===== src/rtl/imem_loader.sv =====
// Byte-stream program loader that writes into the instruction memory.
// Frames are SYNC, LEN, LEN little-endian word pairs, then an XOR checksum of the data bytes.
// The CPU is held in reset from an accepted SYNC until the frame ends, errors, or is aborted.
module imem_loader #(
  parameter int unsigned DEPTH  = 16,
  parameter int unsigned ADDR_W = 4,
  parameter logic [7:0]  SYNC   = 8'hA5
) (
  input  logic              clk,
  input  logic              rst,
  input  logic              in_valid,
  input  logic [7:0]        in_data,
  output logic              in_ready,
  input  logic              abort,
  output logic              mem_we,
  output logic [ADDR_W-1:0] mem_addr,
  output logic [15:0]       mem_wdata,
  output logic              cpu_hold,
  output logic              done,
  output logic              error,
  output logic [ADDR_W:0]   word_cnt
);

  typedef enum logic [2:0] {
    StIdle,
    StLen,
    StLo,
    StHi,
    StChk,
    StDone,
    StErr
  } state_t;

  localparam logic [ADDR_W:0]   CntOne = 1;
  localparam logic [ADDR_W-1:0] IdxOne = 1;
  localparam logic [7:0]        MaxLen = 8'(DEPTH);

  state_t              state_q, state_d;
  logic [ADDR_W:0]     len_q, len_d;
  logic [ADDR_W-1:0]   idx_q, idx_d;
  logic [7:0]          lo_q, lo_d;
  logic [7:0]          chk_q, chk_d;
  logic                mem_we_q, mem_we_d;
  logic [ADDR_W-1:0]   mem_addr_q, mem_addr_d;
  logic [15:0]         mem_wdata_q, mem_wdata_d;
  logic                cpu_hold_q, cpu_hold_d;
  logic                error_q, error_d;
  logic [ADDR_W:0]     word_cnt_q, word_cnt_d;
  logic                accept;

  // Ready whenever a byte-consuming state is active and no abort is pending.
  always_comb begin
    in_ready = 1'b0;
    if (!abort) begin
      unique case (state_q)
        StIdle, StLen, StLo, StHi, StChk: in_ready = 1'b1;
        default:                          in_ready = 1'b0;
      endcase
    end
  end

  assign accept = in_valid & in_ready;

  // Next-state and datapath updates; mem_we is a one-cycle strobe registered from the hi byte.
  always_comb begin
    state_d     = state_q;
    len_d       = len_q;
    idx_d       = idx_q;
    lo_d        = lo_q;
    chk_d       = chk_q;
    mem_we_d    = 1'b0;
    mem_addr_d  = mem_addr_q;
    mem_wdata_d = mem_wdata_q;
    cpu_hold_d  = cpu_hold_q;
    error_d     = error_q;
    word_cnt_d  = word_cnt_q;

    if (abort && (state_q != StIdle)) begin
      state_d    = StIdle;
      error_d    = 1'b1;
      cpu_hold_d = 1'b0;
    end else begin
      unique case (state_q)
        StIdle: begin
          if (accept && (in_data == SYNC)) begin
            state_d    = StLen;
            error_d    = 1'b0;
            word_cnt_d = '0;
            chk_d      = '0;
            idx_d      = '0;
            cpu_hold_d = 1'b1;
          end
        end
        StLen: begin
          if (accept) begin
            if ((in_data != 8'd0) && (in_data <= MaxLen)) begin
              len_d   = in_data[ADDR_W:0];
              state_d = StLo;
            end else begin
              state_d    = StErr;
              error_d    = 1'b1;
              cpu_hold_d = 1'b0;
            end
          end
        end
        StLo: begin
          if (accept) begin
            lo_d    = in_data;
            chk_d   = chk_q ^ in_data;
            state_d = StHi;
          end
        end
        StHi: begin
          if (accept) begin
            chk_d       = chk_q ^ in_data;
            mem_we_d    = 1'b1;
            mem_addr_d  = idx_q;
            mem_wdata_d = {in_data, lo_q};
            word_cnt_d  = word_cnt_q + CntOne;
            // Last word goes to CHK without bumping the index, so it never wraps.
            if ({1'b0, idx_q} == (len_q - CntOne)) begin
              state_d = StChk;
            end else begin
              idx_d   = idx_q + IdxOne;
              state_d = StLo;
            end
          end
        end
        StChk: begin
          if (accept) begin
            cpu_hold_d = 1'b0;
            if (in_data == chk_q) begin
              state_d = StDone;
            end else begin
              state_d = StErr;
              error_d = 1'b1;
            end
          end
        end
        StDone:  state_d = StIdle;
        StErr:   state_d = StIdle;
        default: state_d = StIdle;
      endcase
    end
  end

  // State register with asynchronous reset.
  always_ff @(posedge clk or posedge rst) begin
    if (rst) begin
      state_q     <= StIdle;
      len_q       <= '0;
      idx_q       <= '0;
      lo_q        <= '0;
      chk_q       <= '0;
      mem_we_q    <= 1'b0;
      mem_addr_q  <= '0;
      mem_wdata_q <= '0;
      cpu_hold_q  <= 1'b0;
      error_q     <= 1'b0;
      word_cnt_q  <= '0;
    end else begin
      state_q     <= state_d;
      len_q       <= len_d;
      idx_q       <= idx_d;
      lo_q        <= lo_d;
      chk_q       <= chk_d;
      mem_we_q    <= mem_we_d;
      mem_addr_q  <= mem_addr_d;
      mem_wdata_q <= mem_wdata_d;
      cpu_hold_q  <= cpu_hold_d;
      error_q     <= error_d;
      word_cnt_q  <= word_cnt_d;
    end
  end

  assign mem_we    = mem_we_q;
  assign mem_addr  = mem_addr_q;
  assign mem_wdata = mem_wdata_q;
  assign cpu_hold  = cpu_hold_q;
  assign error     = error_q;
  assign word_cnt  = word_cnt_q;
  assign done      = (state_q == StDone);

endmodule

===== config.mk =====
export PLATFORM = sky130hd
export DESIGN_NAME = imem_loader
export DESIGN_NICKNAME = d
export VERILOG_FILES = /design/src/rtl/imem_loader.sv
export SDC_FILE = /design/constraint.sdc
export NUM_CORES = 1
export LEC_CHECK = 0
export ABC_AREA = 1
export CAP_MARGIN = 20
export CORE_ASPECT_RATIO = 0.6
export CORE_UTILIZATION = 52
export DETAILED_ROUTE_END_ITERATION = 12
export PLACE_DENSITY = 0.77
export SLEW_MARGIN = 20
export SYNTH_ARGS = -nofsm -noshare
export SYNTH_HDL_FRONTEND = slang
export SYNTH_SLANG_ARGS = --single-unit

===== constraint.sdc =====
create_clock -name clk -period 2.1 [get_ports clk]
set_input_delay 0.525 -clock clk [delete_from_list [all_inputs] [get_ports clk]]
set_output_delay 0.525 -clock clk [all_outputs]
set_load 0.02 [all_outputs]

==> out/qor.yml <==
status: "finished with violations"
violations: "design-rule violations"
placement_rows: 20
routedWlPerCell_um: 12.5
final_cell_count_no_fill: 520
cts-root-to-sink-buffers: 2
numCtsBuffers: 5
synth_largest_area_cell: "sky130_fd_sc_hd__dfrtp_1"
grt_max_degree: 57
fin_crit_ps: 1940
holdPathEnd: "mem_wdata[6]"
path_clk_slew_ps: 110
starting_density_of_the_core: 0.554
critical_path_peak_fanout: 7
core_area_mm2: 0.00518
power_density_mw_per_mm2: 1230
synthMuxAreaShare: 0
critical_path.startpoint_type: "flip-flop"
hold_path.startpoint: "mem_wdata[6]"
clkLatencyLatePin_ps: 310
regToRegEndpoint: "idx_q[2]"
power.net_switching_uw: 1830
syn_avg_cell_area_um2: 7.51
cp-end-kind: "output port"
drt-vias-per-instance: 5.06
synth_adder_area_share: 0.0131
post_synth_and_or_nand_nor_area_fraction: 0.318
regToRegStartpoint: "len_q[0]"
wl_met1_mm: 3.37
critPathRequiredTime_ps: 1570
grt.overflow.total: 0
dp.cells: 512
chipHeight_um: 59.5
dr_wl_met3_um: 261
first_iter_violations: 88
synth.most_common_cell: "sky130_fd_sc_hd__nand2_1"
share_of_cells_above_drive_strength_1: 0.128
drt_pre_antenna_iters: 9
power_frac_clock: 0.162
yosys.area_share.xor_xnor: 0.0214
fin_worst_skew_ps: 7.62
syn_area_mm2: 0.00287
reg2reg_depth: 10
power_frac_comb: 0.456
postCtsSetupRepairBufs: 0
via_count_of_the_first_global_routing_pass: 2457
library_cell_used_as_clock_root_buffer: "sky130_fd_sc_hd__clkbuf_8"
post-synth-top-area-fraction: 0.488
syn-instance-count: 382
worst_slew_pin_slew_ps: 502
area_growth_syn_to_layout_pct: 28.4
setup_viol_count_final: 0
drt_drc_violations_left: 2
worst_hold_path.num_cells: 2
route.antenna.remaining_nets: 0
num_vias: 2633
synth.cells.most_frequent: "143 x sky130_fd_sc_hd__nand2_1, 56 x sky130_fd_sc_hd__dfrtp_1, 38 x sky130_fd_sc_hd__inv_1"
power_leakage_uw: 0.00192
slew_violations: 0
hpwlAfterDp_mm: 4.78
synth_async_sr_flop_share: 1.00
wl_met2_mm: 2.80
period_share: 0.925
grt_antenna_before_repair: 0
die_width_um: 97.9
routed_wirelength_mm: 6.50
n_antenna_cell: 0
timing.setup.critical_path_class: "flip-flop to output port"
synth-edff-count: 0
yosys_warnings: 0
dr.max_layer_used: "met4"
finalHoldViolations: 0
dominantRegCellSynth: "sky130_fd_sc_hd__dfrtp_1"
ys_top_cells_by_area: "sky130_fd_sc_hd__dfrtp_1 49%, sky130_fd_sc_hd__nand2_1 19%, sky130_fd_sc_hd__inv_1 5.0%"
fraction_of_the_mapped_netlist_area_in_compound_gates: 0.0842
swShare: 0.404
cellInternalPower_uw: 2700
max-slew-margin-rel: 0.665
die_area_mm2: 0.00583
rrSetupSlack_ps: 310
synth_nets: 397
grt_pass1_wl_mm: 11.0
tns_ps: 0
synth_top_family_by_area: "simple AND/OR/NAND/NOR gates"
hold_class: "flip-flop to flip-flop"
port_buffers: 41
power.share.sequential: 0.382
finalWeightedCongestion: 0.953
ioPinCount: 42
groute.usage.overall: 0.243
yosysSeqAreaShare: 0.488
post_synth_num_cell_types: 25
critPathArrivalTime_ps: 1420
numClockSinks: 56
grt_setup_unrepaired: "no"
cts_tree: "yes"
timing.fmax_mhz: 515
drv.max_cap_violation_count: 0
synth_seq_cells: 56
cts_max_level: 2
final_nets: 468
peak_supply_drop_v: 0.000565
## power by group through the flow
| stage | logic (uW) | clock network (uW) | registers, uW |
|---|---|---|---|
| 5_1_grt | 2280 | 786 | 1770 |
| 3_5_place_dp | 2050 | 0 | 1740 |
| 4_1_cts | 2060 | 741 | 1730 |
| 2_1_floorplan | 1090 | 0 | 1930 |
| 3_3_place_gp | 1990 | 0 | 1730 |
| 6_report | 2060 | 733 | 1730 |
## metrics by stage
step / worst slack [ps] / power [uW] / area [um^2] / utilization / hold WS [ps]
floorplan: 204 / 3020 / 2870 / - / 450
global placement: -75.3 / 3720 / 3570 / 0.689 / 453
detailed placement: -84.9 / 3790 / 3570 / 0.689 / 457
CTS: 153 / 4520 / 3680 / 0.711 / 483
global route: 70.1 / 4840 / 3680 / 0.711 / 503
finish: 158 / 4520 / 3680 / 0.711 / 480
## worst max-delay path by stage
stage	from	end	slack [ps]	depth (start not counted)
after CTS	state_q[1]	in_ready	150	4
after global routing	in_data[4]	chk_q[5]	70	10
final	state_q[2]	in_ready	160	4
after global placement	abort	in_ready	-80	3
after floorplan	rst	chk_q[0]	200	1
after detailed placement	in_data[5]	idx_q[3]	-80	12
## cell families (layout without fill, tap and decap cells)
kind of cell | after synthesis | after routing
adder cells (fa/ha/maj) | 3 | 3
XOR/XNOR | 7 | 7
buffers and inverters | 52 | 124
AND/OR/NAND/NOR | 219 | 219
AO/OA/AOI/OAI | 45 | 45
flip-flops | 56 | 56
## layer usage
layer  GRT usage  up-vias
met1       0.342     1219
met2       0.388       65
met5           0        -
met3      0.0483        8
met4      0.0736        0
li1            -     1341
## placed cells by master (no fill, tap or decap), types with 5 or more instances in the layout
cell type                         instances
sky130_fd_sc_hd__o21ai_1                 23
sky130_fd_sc_hd__inv_2                    6
sky130_fd_sc_hd__nand3_1                 16
sky130_fd_sc_hd__nor2_1                  37
sky130_fd_sc_hd__nand4_1                 10
sky130_fd_sc_hd__nand2_1                143
sky130_fd_sc_hd__buf_4                   29
sky130_fd_sc_hd__nor2_2                   5
sky130_fd_sc_hd__dfrtp_1                 56
sky130_fd_sc_hd__a21oi_1                 10
sky130_fd_sc_hd__inv_1                   37
sky130_fd_sc_hd__xor2_1                   6
sky130_fd_sc_hd__o21ai_0                  9
sky130_fd_sc_hd__nand2_2                  5
sky130_fd_sc_hd__clkdlybuf4s50_1         39
sky130_fd_sc_hd__clkbuf_8                 5
## area by class of cell
cell class / count / area, um^2
fillers: 421 / 1500
flip-flops and latches: 56 / 1400
multi-input cells: 274 / 1250
repair buffers: 72 / 666
inverters: 44 / 165
well taps: 66 / 82.6
clock buffers: 5 / 68.8
clock inverters: 3 / 46.3
## repair_timing
item	4_1_cts	5_1_grt
setup endpoints to repair	2	0
gates resized for setup	2	0
hold buffers	0	0
## state kept, by name, summed over array words and instances (netlist names)
signal     cells
mem_addr       4
state_q        3
word_cnt       5
idx_q          4
mem_wdata     16
len_q          5
lo_q           8
error          1
mem_we         1
chk_q          8
cpu_hold       1
## critical path, cell delays in order (launching register included)
cell                            delay [ps]
sky130_fd_sc_hd__dfrtp_1               500
sky130_fd_sc_hd__o21ai_4               130
sky130_fd_sc_hd__inv_1                  60
sky130_fd_sc_hd__nor2_1                 80
sky130_fd_sc_hd__dlygate4sd2_1         330
Power figures use the tool's default switching activity.
